`config.mk`:
```
export PLATFORM = sky130hd
export DESIGN_NAME = ej32_st_ser
export DESIGN_NICKNAME = d
export VERILOG_FILES = /design/src/rtl/ej32_st_ser.sv
export SDC_FILE = /design/constraint.sdc
export NUM_CORES = 1
export LEC_CHECK = 0
export ABC_AREA = 1
export ABC_CLOCK_PERIOD_IN_PS = 1990
export BUFFER_PORTS_ARGS = -buffer_cell sky130_fd_sc_hd__clkbuf_2
export CAP_MARGIN = 10
export CORE_MARGIN = 8
export CORE_UTILIZATION = 55
export DETAILED_ROUTE_END_ITERATION = 16
export GPL_TIMING_DRIVEN = 1
export PLACE_DENSITY_LB_ADDON = 0.2
export SLEW_MARGIN = 10
export SYNTH_ARGS = -nofsm -noshare
export SYNTH_HDL_FRONTEND = slang
export SYNTH_SLANG_ARGS = --single-unit
```
`constraint.sdc`:
```
create_clock -name clk -period 1.99 [get_ports clk]
set_input_delay 0.597 -clock clk [delete_from_list [all_inputs] [get_ports clk]]
set_output_delay 0.597 -clock clk [all_outputs]
set_load 0.05 [all_outputs]
```
`src/rtl/ej32_st_ser.sv`:
```
// ---------------------------------------------------------------------------
// ej32_st_ser -- store serializer
//
// Takes one byte/short/word store request and writes it to a byte-wide
// memory bus one byte per accepted cycle, most significant byte first
// (big-endian), at consecutive byte addresses.
//
// Parameters
//   DSZ      store data width in bits (>= 32)
//   ASZ      memory byte-address width in bits
//
// Ports
//   clk      clock, all state updates on the rising edge
//   rst      asynchronous active-low reset
//   st_req   store request, taken only when the serializer is ready
//   st_len   00 byte, 01 short, 10/11 word
//   st_addr  byte address of the first (most significant) byte
//   st_data  store value, low 8/16/32 bits used according to st_len
//   mem_rdy  memory takes the presented byte this cycle
//   mem_we   byte write strobe
//   mem_a    byte write address
//   mem_d    byte write data
//   busy     store in progress
//   done     one-cycle pulse after the last byte was taken
// ---------------------------------------------------------------------------
module ej32_st_ser #(
    parameter int DSZ = 32,
    parameter int ASZ = 17
) (
    input  logic           clk,
    input  logic           rst,
    input  logic           st_req,
    input  logic [1:0]     st_len,
    input  logic [ASZ-1:0] st_addr,
    input  logic [DSZ-1:0] st_data,
    input  logic           mem_rdy,
    output logic           mem_we,
    output logic [ASZ-1:0] mem_a,
    output logic [7:0]     mem_d,
    output logic           busy,
    output logic           done
);

    typedef enum logic [1:0] {
        S_IDLE = 2'd0,
        S_SEND = 2'd1,
        S_DONE = 2'd2
    } state_t;

    state_t         state_q, state_d;

    logic [ASZ-1:0] addr_q;     // address of the byte currently presented
    logic [7:0]     byte_q;     // byte currently presented
    logic [DSZ-1:0] rest_q;     // bytes still to send, left-aligned
    logic [2:0]     cnt_q;      // bytes remaining including the presented one

    logic           ready;
    logic           accept;
    logic           byte_ack;
    logic           last_byte;
    logic [2:0]     n_bytes;
    logic [DSZ-1:0] aligned;

    // -----------------------------------------------------------------------
    // Request decode
    // -----------------------------------------------------------------------
    assign ready     = (state_q == S_IDLE) || (state_q == S_DONE);
    assign accept    = ready && st_req;
    assign byte_ack  = (state_q == S_SEND) && mem_rdy;
    assign last_byte = (cnt_q == 3'd1);

    always_comb begin
        n_bytes = 3'd4;
        unique case (st_len)
            2'b00:   n_bytes = 3'd1;
            2'b01:   n_bytes = 3'd2;
            default: n_bytes = 3'd4;
        endcase
    end

    // Left-align the selected bytes so the first byte to send sits in the
    // top byte lane. Shifting left also pushes the unused upper bytes out,
    // so they can never reach the bus.
    always_comb begin
        aligned = st_data << (DSZ - 32);
        unique case (st_len)
            2'b00:   aligned = st_data << (DSZ - 8);
            2'b01:   aligned = st_data << (DSZ - 16);
            default: aligned = st_data << (DSZ - 32);
        endcase
    end

    // -----------------------------------------------------------------------
    // FSM: state register
    // -----------------------------------------------------------------------
    always_ff @(posedge clk or negedge rst) begin
        if (!rst) begin
            state_q <= S_IDLE;
        end else begin
            state_q <= state_d;
        end
    end

    // -----------------------------------------------------------------------
    // FSM: next state and state-decoded outputs
    // -----------------------------------------------------------------------
    always_comb begin
        state_d = state_q;
        mem_we  = 1'b0;
        busy    = 1'b0;
        done    = 1'b0;
        unique case (state_q)
            S_IDLE: begin
                state_d = st_req ? S_SEND : S_IDLE;
            end
            S_SEND: begin
                mem_we = 1'b1;
                busy   = 1'b1;
                // A stall (mem_rdy=0) simply keeps us here with all
                // presented values held; there is no timeout.
                if (mem_rdy && last_byte) begin
                    state_d = S_DONE;
                end
            end
            S_DONE: begin
                done = 1'b1;
                // Ready again: a request here starts the next store right
                // away, giving back-to-back stores with a single gap cycle.
                state_d = st_req ? S_SEND : S_IDLE;
            end
            default: begin
                state_d = S_IDLE;
            end
        endcase
    end

    // -----------------------------------------------------------------------
    // Datapath: capture on accept, advance on each taken byte.
    // Requests arriving while busy fall through both branches untouched.
    // -----------------------------------------------------------------------
    always_ff @(posedge clk or negedge rst) begin
        if (!rst) begin
            addr_q <= '0;
            byte_q <= '0;
            rest_q <= '0;
            cnt_q  <= '0;
        end else if (accept) begin
            addr_q <= st_addr;
            byte_q <= aligned[DSZ-1 -: 8];
            rest_q <= {aligned[DSZ-9:0], 8'h00};
            cnt_q  <= n_bytes;
        end else if (byte_ack) begin
            // Address wraps naturally at 2^ASZ.
            addr_q <= addr_q + 1'b1;
            byte_q <= rest_q[DSZ-1 -: 8];
            rest_q <= {rest_q[DSZ-9:0], 8'h00};
            cnt_q  <= cnt_q - 3'd1;
        end
    end

    // Bus address/data come straight from flops; outside SEND they simply
    // keep their last value.
    assign mem_a = addr_q;
    assign mem_d = byte_q;

endmodule

```
**After elaboration in Yosys (flattened, before gate mapping)**

Cells that the tools add are included.

- Equal/unequal tests: 5
- Reduce and logical (&&, ||, !) cells: 8
- Muxes and demuxes: 15
- Add/subtract/negate cells: 2

Operators with widths:

| cell | count |
|---|---|
| 32-bit 2-to-1 mux | 2 |
| 32-bit case mux with 2 select lines | 1 |
| 17-bit 2-to-1 mux | 2 |
| 17-bit by 1-bit adder with 17-bit output, second input constant | 1 |
| 8-bit 2-to-1 mux | 2 |
| 3-bit 2-to-1 mux | 2 |
| 3-bit case mux with 2 select lines | 1 |
| 2-bit by 1-bit == test with 1-bit output, second input constant | 2 |
| 2-bit zero test | 2 |
| 2-bit case mux with 2 select lines | 1 |
| 3-bit by 1-bit == test with 1-bit output, second input constant | 1 |
| 1-bit logical AND | 3 |
| 1-bit 2-to-1 mux | 3 |
| 3-bit by 1-bit subtractor with 3-bit output, second input constant | 1 |
| 2-bit == test, second input constant | 1 |
| 2-bit 2-to-1 mux | 1 |
| 2-bit by 1-bit != test with 1-bit output, second input constant | 1 |
| 2-bit nonzero test | 1 |
| 2-bit OR reduction | 1 |
| 1-bit logical OR | 1 |

- Logic and storage cells: 35
- Bits of input ports: 55
- Output and inout bits: 28
- Register bits: 62

**Depth between registers and ports, before layout**

Gate-level depths: netlist of run 1.

- Depth in word-level cells: 4
- Gate-level depth with buffers: 10
- Gate-level depth less buffers: 9

**Least setup slack after synthesis of run 1**

No wires, ideal clock.

- Kind: register -> register
- Start: register addr_q[1] (netlist: mem_a[1])
- End: register addr_q[16] (netlist: mem_a[16])
- Arrival time: 1.603 ns
- Buffers on the path: 0
- Period minus slack after synthesis: 1.721 ns
- Cell stages (with the launch flop): 9
- Setup time: 0.118 ns
- Required time: 1.872 ns
- Setup slack: 0.269 ns
- Path through: dfrtp_1 > ha_1 > nand2_1 > nor2_1 > nand2_1 > o21ai_0 > nand3_1 > nand2_1 > nand2_1

- Longest elaborated chain between the ends: 3

RTL lines:

| what | RTL line | source |
|---|---|---|
| start, declared | 52 | `logic [ASZ-1:0] addr_q;` |
| start signal, assigned | 148 | `addr_q <= st_addr;` |
| start signal, assigned | 154 | `addr_q <= addr_q + 1'b1;` |
| 17-bit by 1-bit adder with 17-bit output | 154 |  |
| 17-bit 2-to-1 mux | 152 | `end else if (byte_ack) begin` |
| 17-bit 2-to-1 mux | 147 | `end else if (accept) begin` |

Every way passes these cells. The select of a mux whose other input is x is not followed.
A chain may end at the register's enable or synchronous reset.

**Worst setup path after layout of run 1**

- Start: register state_q[1]
- End: output busy

- Longest elaborated chain between the ends: 2

RTL lines:

| what | RTL line | source |
|---|---|---|
| start, declared | 50 | `state_t state_q, state_d;` |
| start signal, assigned | 100 | `state_q <= state_d;` |
| 2-bit by 1-bit == test with 1-bit output | 112 | `unique case (state_q)` |
| 1-bit 2-to-1 mux | 112 |  |
| end, declared | 40 | `output logic busy,` |

Every way passes these cells.

==> impl_results.md, run 1 <==
- Footprint of the multi-input gates: about 0.0014 mm²
- Chip Height: between 90 and 100 µm
- Drt first pass iters: 4
- Most common cell after layout, fill and taps aside: nand2_1
- Drt via density: roughly 5.3
- Met3 WL: 566 µm
- Row cnt: 27
- Worst VDD drop: a little under 0.8 mV
- PwrDens: 1510 mW/mm²
- Routed WL per cell: approximately 14 µm
- Post-Route WL: 8090 µm
- Sink Count: 54
- Clk_skew: 0.00659 ns
- Root buf cell: clkbuf_8
- CP Capture Type: primary output
- Post-DRT Antenna Nets: 0
- # port buffers: 82
- Mapped Area: around 0.0032 mm²
- Worst EP arrival: approximately 1.2 ns
- Reg2reg end: mem_a[16]
- CTS Buf Count: 5
- Post-synthesis mux area share: 0%
- FMAX: 557 MHz
- Final period util: between 90% and 100%
- Synth top area cells: dfrtp_1, nand2_1, inv_1, o21ai_0, nand3_1
- Buf/Inv on CP: 3
- RSZ-0062 raised after global routing: false
- Post-DP HPWL: about 6000 µm
- Worst path cell trace: inv_1 -> nand2_2 -> inv_1 -> clkbuf_2
- Slew Limit Fails: 0
- Reg-to-Reg Start: mem_a[0]
- Post_cts resized: 0
- Leak: about 1.9 nW
- Largest family of logic cells by synthesized area: simple AND/OR/NAND/NOR gates
- Met1 Wirelength: roughly 3600 µm
- IO Pins: between 80 and 90
- Synthesized instance count: about 430
- Least-Margin Pin Slew: around 0.40 ns
- Post-synthesis sequential area ratio: between 40% and 50%
- GP Congestion: about 0.88
- DIE AREA: ~0.0085 mm²
- Synth Area in Compound Gates: roughly 17%
- Slew HR: about 73%
- Most used cell, CP: inv_1
- Commonest non-fill, non-tap cells in the layout: nand2_1, clkbuf_2, inv_1
- CP peak stage delay: between 0.3 and 0.4 ns
- Top Layer Used: met4
- Core area: ~0.0055 mm²
- Share of layout cells above drive strength 1: a little over a fifth
- Hold buffer count at cts: 0
- Syn avg cell area: 7.38 µm²
- Worst skew pair latency: 0.31 ns
- Htree depth: 2
- Chip width: between 90 and 100 µm
- # diodes: 0
- Setup violators final: 0
- Net count, final: 567
- Share of synthesized cell area in and, or, nand and nor gates: between 20 and 30%
- Minimum clock period after layout: between 1.5 and 2 ns
- Initial Util: between 50% and 60%
- Vias in the first global route: between 3000 and 4000
- FF+latch area: 0.00135 mm²
- Synth Area in XOR/XNOR: less than 1%
- CP max stage cell: dfrtp_1
- Critical path class: reg2out
- Setup TNS: 0 ns
- DRC violations left: 0
- FF-to-FF path depth: 8
- Filler Cell Count: roughly 510
- Critical Path Fanout Max: 3
- CTS tree: yes
- Vias: between 3000 and 4000
- Top delay family on crit path: buffers and inverters
- Hold_ws: 0.272 ns
- Reg2reg setup slack: roughly 0.4 ns
- Post-synth cell types: 32
- Syn_nets: approximately 500
- Critical path required time: about 1.4 ns
- Pin count of the biggest net entering global routing: 55
- Routed wl met2: approximately 3800 µm
- Clk buf depth: 2
- Clk slew on worst S/H paths: 0.09 ns
- Drt first-iter violations: about 180
- Gr usage total: 19.2%
- Yosys top cell area share: a little over two fifths
- Post-CTS setup buffer count: 0
- Antenna violations before repair: 0
- Hold crit path type: in2async
- CP startpoint kind: flip-flop
- Largest area contributor in the netlist: dfrtp_1
- Status: finished clean
- P&R area growth vs syn: 15.9%
- Synth Area in Adders: approximately 1.2%
- First-pass GRT wire length: 13700 µm
- Ys Warns: 0
- Max-cap violation count: 0
- FF+latch count, synth: 54
- Final hold vios: 0
- GRT overflow: 0
worst max-delay path by stage:
stage                 endpoint       start  depth (start not counted)  slack (ns)
floorplan            mem_a[16]    mem_a[1]                          8        0.27
global placement    rest_q[23]     mem_rdy                          7        0.27
detailed placement    mem_d[3]     mem_rdy                          8        0.23
CTS                       busy  state_q[1]                          4        0.17
global route              busy  state_q[1]                          4        0.13
finish                    busy  state_q[1]                          4        0.19
power breakdown:
part	total [mW]	switching (mW)	internal (mW)
Clock	0.598	0.355	0.242
Combinational	3.05	2.20	0.855
Sequential	1.92	0.366	1.55
Total	5.57	2.92	2.65
state kept, by name (all words and copies together) (netlist names):
signal   flops
cnt_q        3
mem_a       17
mem_d        8
rest_q      24
state_q      2
per-layer routing:
layer  track usage (%)  up-vias
li1                  -     1551
met4              6.17        0
met1              23.9     1412
met2              31.7      109
met3              4.81       12
met5                 0        -
synthesized netlist by cell type (all sizes together):
master	instances
nand2	124
inv	71
dfrtp	54
o21ai	43
nor2	32
nand3	31
buf	18
o22ai	17
o211ai	12
o221ai	6
a211oi	3
clkbuf	3
ha	3
nand4	3
nor3	3
a21oi	2
a22oi	2
a31oi	2
o2111ai	1
or2	1
xnor2	1
cell type report:
class	instances	area share, %
Clock buffer	6	1.96
Timing Repair Buffer	91	13.3
Clock inverter	1	0.203
Inverter	71	7.28
Sequential cell	54	36.6
Multi-Input combinational cell	286	38.3
Tap cell	72	2.44
through the flow:
stage	util (%)	power (mW)	setup slack [ns]	std cells	area [µm²]
after CTS	66.7	5.60	0.170	581	3690
after global placement	65.2	4.93	0.271	574	3610
after detailed placement	65.2	5.00	0.231	574	3610
after floorplan	-	4.34	0.269	432	3190
final	66.7	5.57	0.194	581	3690
after global routing	66.7	5.99	0.127	581	3690
kinds of logic after synthesis:
| kind of cell | after synthesis |
|---|---|
| fa+ha+maj | 3 |
| flops | 54 |
| compound gates | 88 |
| simple gates | 194 |
| buf+inv | 92 |
| xor+xnor | 1 |
Power figures use the tool's default switching activity.
==> inputs of run 2 (changes only) <==
--- a/config.mk
+++ b/config.mk
@@ -10,7 +10,7 @@
 export BUFFER_PORTS_ARGS = -buffer_cell sky130_fd_sc_hd__clkbuf_2
 export CAP_MARGIN = 10
 export CORE_MARGIN = 8
-export CORE_UTILIZATION = 55
+export CORE_UTILIZATION = 57
 export DETAILED_ROUTE_END_ITERATION = 16
 export GPL_TIMING_DRIVEN = 1
 export PLACE_DENSITY_LB_ADDON = 0.2
==> run 2 against run 1 <==
Core utilization grew 2.6 points. Fmax shrank 2.9%. Sequential cell count is the same. Clock skew grew 0.00059 ns. Clock-buffer cell count is the same. First-iteration DRC count shrank 3.9%. Power grew 6.7%. Sequential share of layout area shrank 0.73 points. Largest power group unchanged.
==> impl_results.md, run 2 (synthesis gave the netlist of run 1 again) <==
- Max reg flops: 24 (unchanged)
- Status: finished clean
- GP Congestion: 0.884 (+0.98%)
- Post-DP HPWL: 6230 µm (+3.1%)
- Leak: 1.97 nW (+2.0%)
- Share of layout cells above drive strength 1: 22.2% (+0.35 points)
- Post-Route WL: 8540 µm (+5.5%)
- Antenna violations before repair: 0 (unchanged)
- # diodes: 0 (unchanged)
- Clk buf depth: 2 (unchanged)
- Net count, final: 567 (unchanged)
- Commonest non-fill, non-tap cells in the layout: nand2_1, clkbuf_2, inv_1
- Least-Margin Pin Slew: 0.493 ns (+0.0881 ns)
- # port buffers: 82 (unchanged)
- Htree depth: 2 (unchanged)
- P&R area growth vs syn: 18.3%
- Root buf cell: clkbuf_8
- Drt first pass iters: 4 (unchanged)
- Hold crit path type: in2async
- Final period util: 92.9% (+2.7 points)
- IO Pins: 83 (unchanged)
- Footprint of the multi-input gates: 0.00141 mm² (unchanged)
- Worst EP arrival: 1.25 ns (+0.05 ns)
- RSZ-0062 raised after global routing: false
- Filler Cell Count: 486 (-4.1%)
- Gr usage total: 21.0% (+1.9 points)
- CP Capture Type: primary output
- Post-CTS setup buffer count: 0 (unchanged)
- Drt first-iter violations: 171 (-3.9%)
- Hold_ws: 0.225 ns (-0.0475 ns)
- Post-DRT Antenna Nets: 0 (unchanged)
- Worst VDD drop: 0.815 mV (+4.0%)
- DRC violations left: 0 (unchanged)
- Slew HR: 67.1% (-5.8 points)
- Clk_skew: 0.00717 ns (+0.000586 ns)
- Vias: 3118 (+1.1%)
- Core area: 0.00544 mm² (-1.8%)
- Final hold vios: 0 (unchanged)
- GRT overflow: 0 (unchanged)
- Setup TNS: 0 ns (unchanged)
- Max-cap violation count: 0 (unchanged)
- Chip width: 90.8 µm (-1.5%)
- Post_cts resized: 0 (unchanged)
- Critical Path Fanout Max: 3 (unchanged)
- Sink Count: 54 (unchanged)
- Most flop-heavy register: rest_q
- Critical path required time: 1.39 ns (about the same)
- Routed WL per cell: 14.7 µm (+5.3%)
- Slew Limit Fails: 0 (unchanged)
- Minimum clock period after layout: 1.85 ns (+0.0530 ns)
- CP startpoint kind: flip-flop
- Hold buffer count at cts: 0 (unchanged)
- Most common cell after layout, fill and taps aside: nand2_1
- First-pass GRT wire length: 14500 µm (+5.4%)
- Reg-to-Reg Start: mem_a[1]
- Worst skew pair latency: 0.32 ns (about the same)
- FF+latch area: 0.00135 mm² (unchanged)
- Row cnt: 27 (unchanged)
- Setup violators final: 0 (unchanged)
- Vias in the first global route: 3144 (+2.2%)
- FMAX: 541 MHz (-2.9%)
- Chip Height: 90.8 µm (-1.5%)
- DIE AREA: 0.00824 mm² (-2.9%)
- Critical path class: reg2out
- Pin count of the biggest net entering global routing: 40 (-27%)
- Worst Setup SP: state_q[1]
- PwrDens: 1580 mW/mm² (+4.6%)
- Drt via density: 5.36 (+0.93%)
- Clk slew on worst S/H paths: 0.10 ns (about the same)
- CTS tree: yes
- CTS Buf Count: 5 (unchanged)
- Initial Util: 58.6% (+1.1 points)
## run 2: cell type report
type | count | area share (%)
multi-input cells | 286 | 37.5
flip-flops and latches | 54 | 35.8
repair buffers | 91 | 13.3
inverters | 71 | 7.14
well taps | 72 | 2.39
clock buffers | 6 | 2.19
clock inverters | 2 | 1.59
## run 2: worst paths after layout
| kind | to | slack (ns) | depth (start not counted) |
|---|---|---|---|
| worst max register to register | mem_a[10] | 0.37 | 8 |
| worst min-delay path | mem_a[2] | 0.22 | 1 |
| worst min register to register | rest_q[15] | 0.50 | 2 |
| min in group clk | rest_q[15] | 0.50 | 2 |
| worst max-delay path | busy | 0.14 | 4 |
| max in group asynchronous | mem_d[6] | 1.19 | 2 |
## run 2: report_power, final
| part | total (mW) | leakage, nW | switching [mW] | internal [mW] |
|---|---|---|---|---|
| Combinational | 3.09 | 1.21 | 2.22 | 0.871 |
| Clock | 0.914 | 0.0714 | 0.377 | 0.537 |
| Sequential | 1.94 | 0.685 | 0.383 | 1.55 |
## run 2: metrics by stage
stage | instances | instance area [µm²] | total power, mW | util (%) | setup slack (ns)
6_report | 582 | 3770 | 5.94 | 69.3 | 0.141
5_1_grt | 582 | 3770 | 6.35 | 69.3 | 0.0633
4_1_cts | 582 | 3770 | 5.95 | 69.3 | 0.144
3_5_place_dp | 574 | 3630 | 5.03 | 66.7 | 0.152
3_3_place_gp | 574 | 3630 | 4.96 | 66.7 | 0.213
2_1_floorplan | 432 | 3190 | 4.34 | - | 0.269
## run 2: per-layer routing
layer	share of wire [%]	GRT usage [%]	vias to the layer above
met5	0	0	-
met2	50	36.5	84
met1	44	25.3	1481
li1	-	-	1546
met3	5.4	5.32	7
met4	0.94	5.32	0
## run 2: critical path: stages (launching register included)
cell and delay [ns]:
dfrtp_1 0.37, inv_1 0.09, nand2_2 0.12, inv_1 0.09, clkbuf_2 0.28
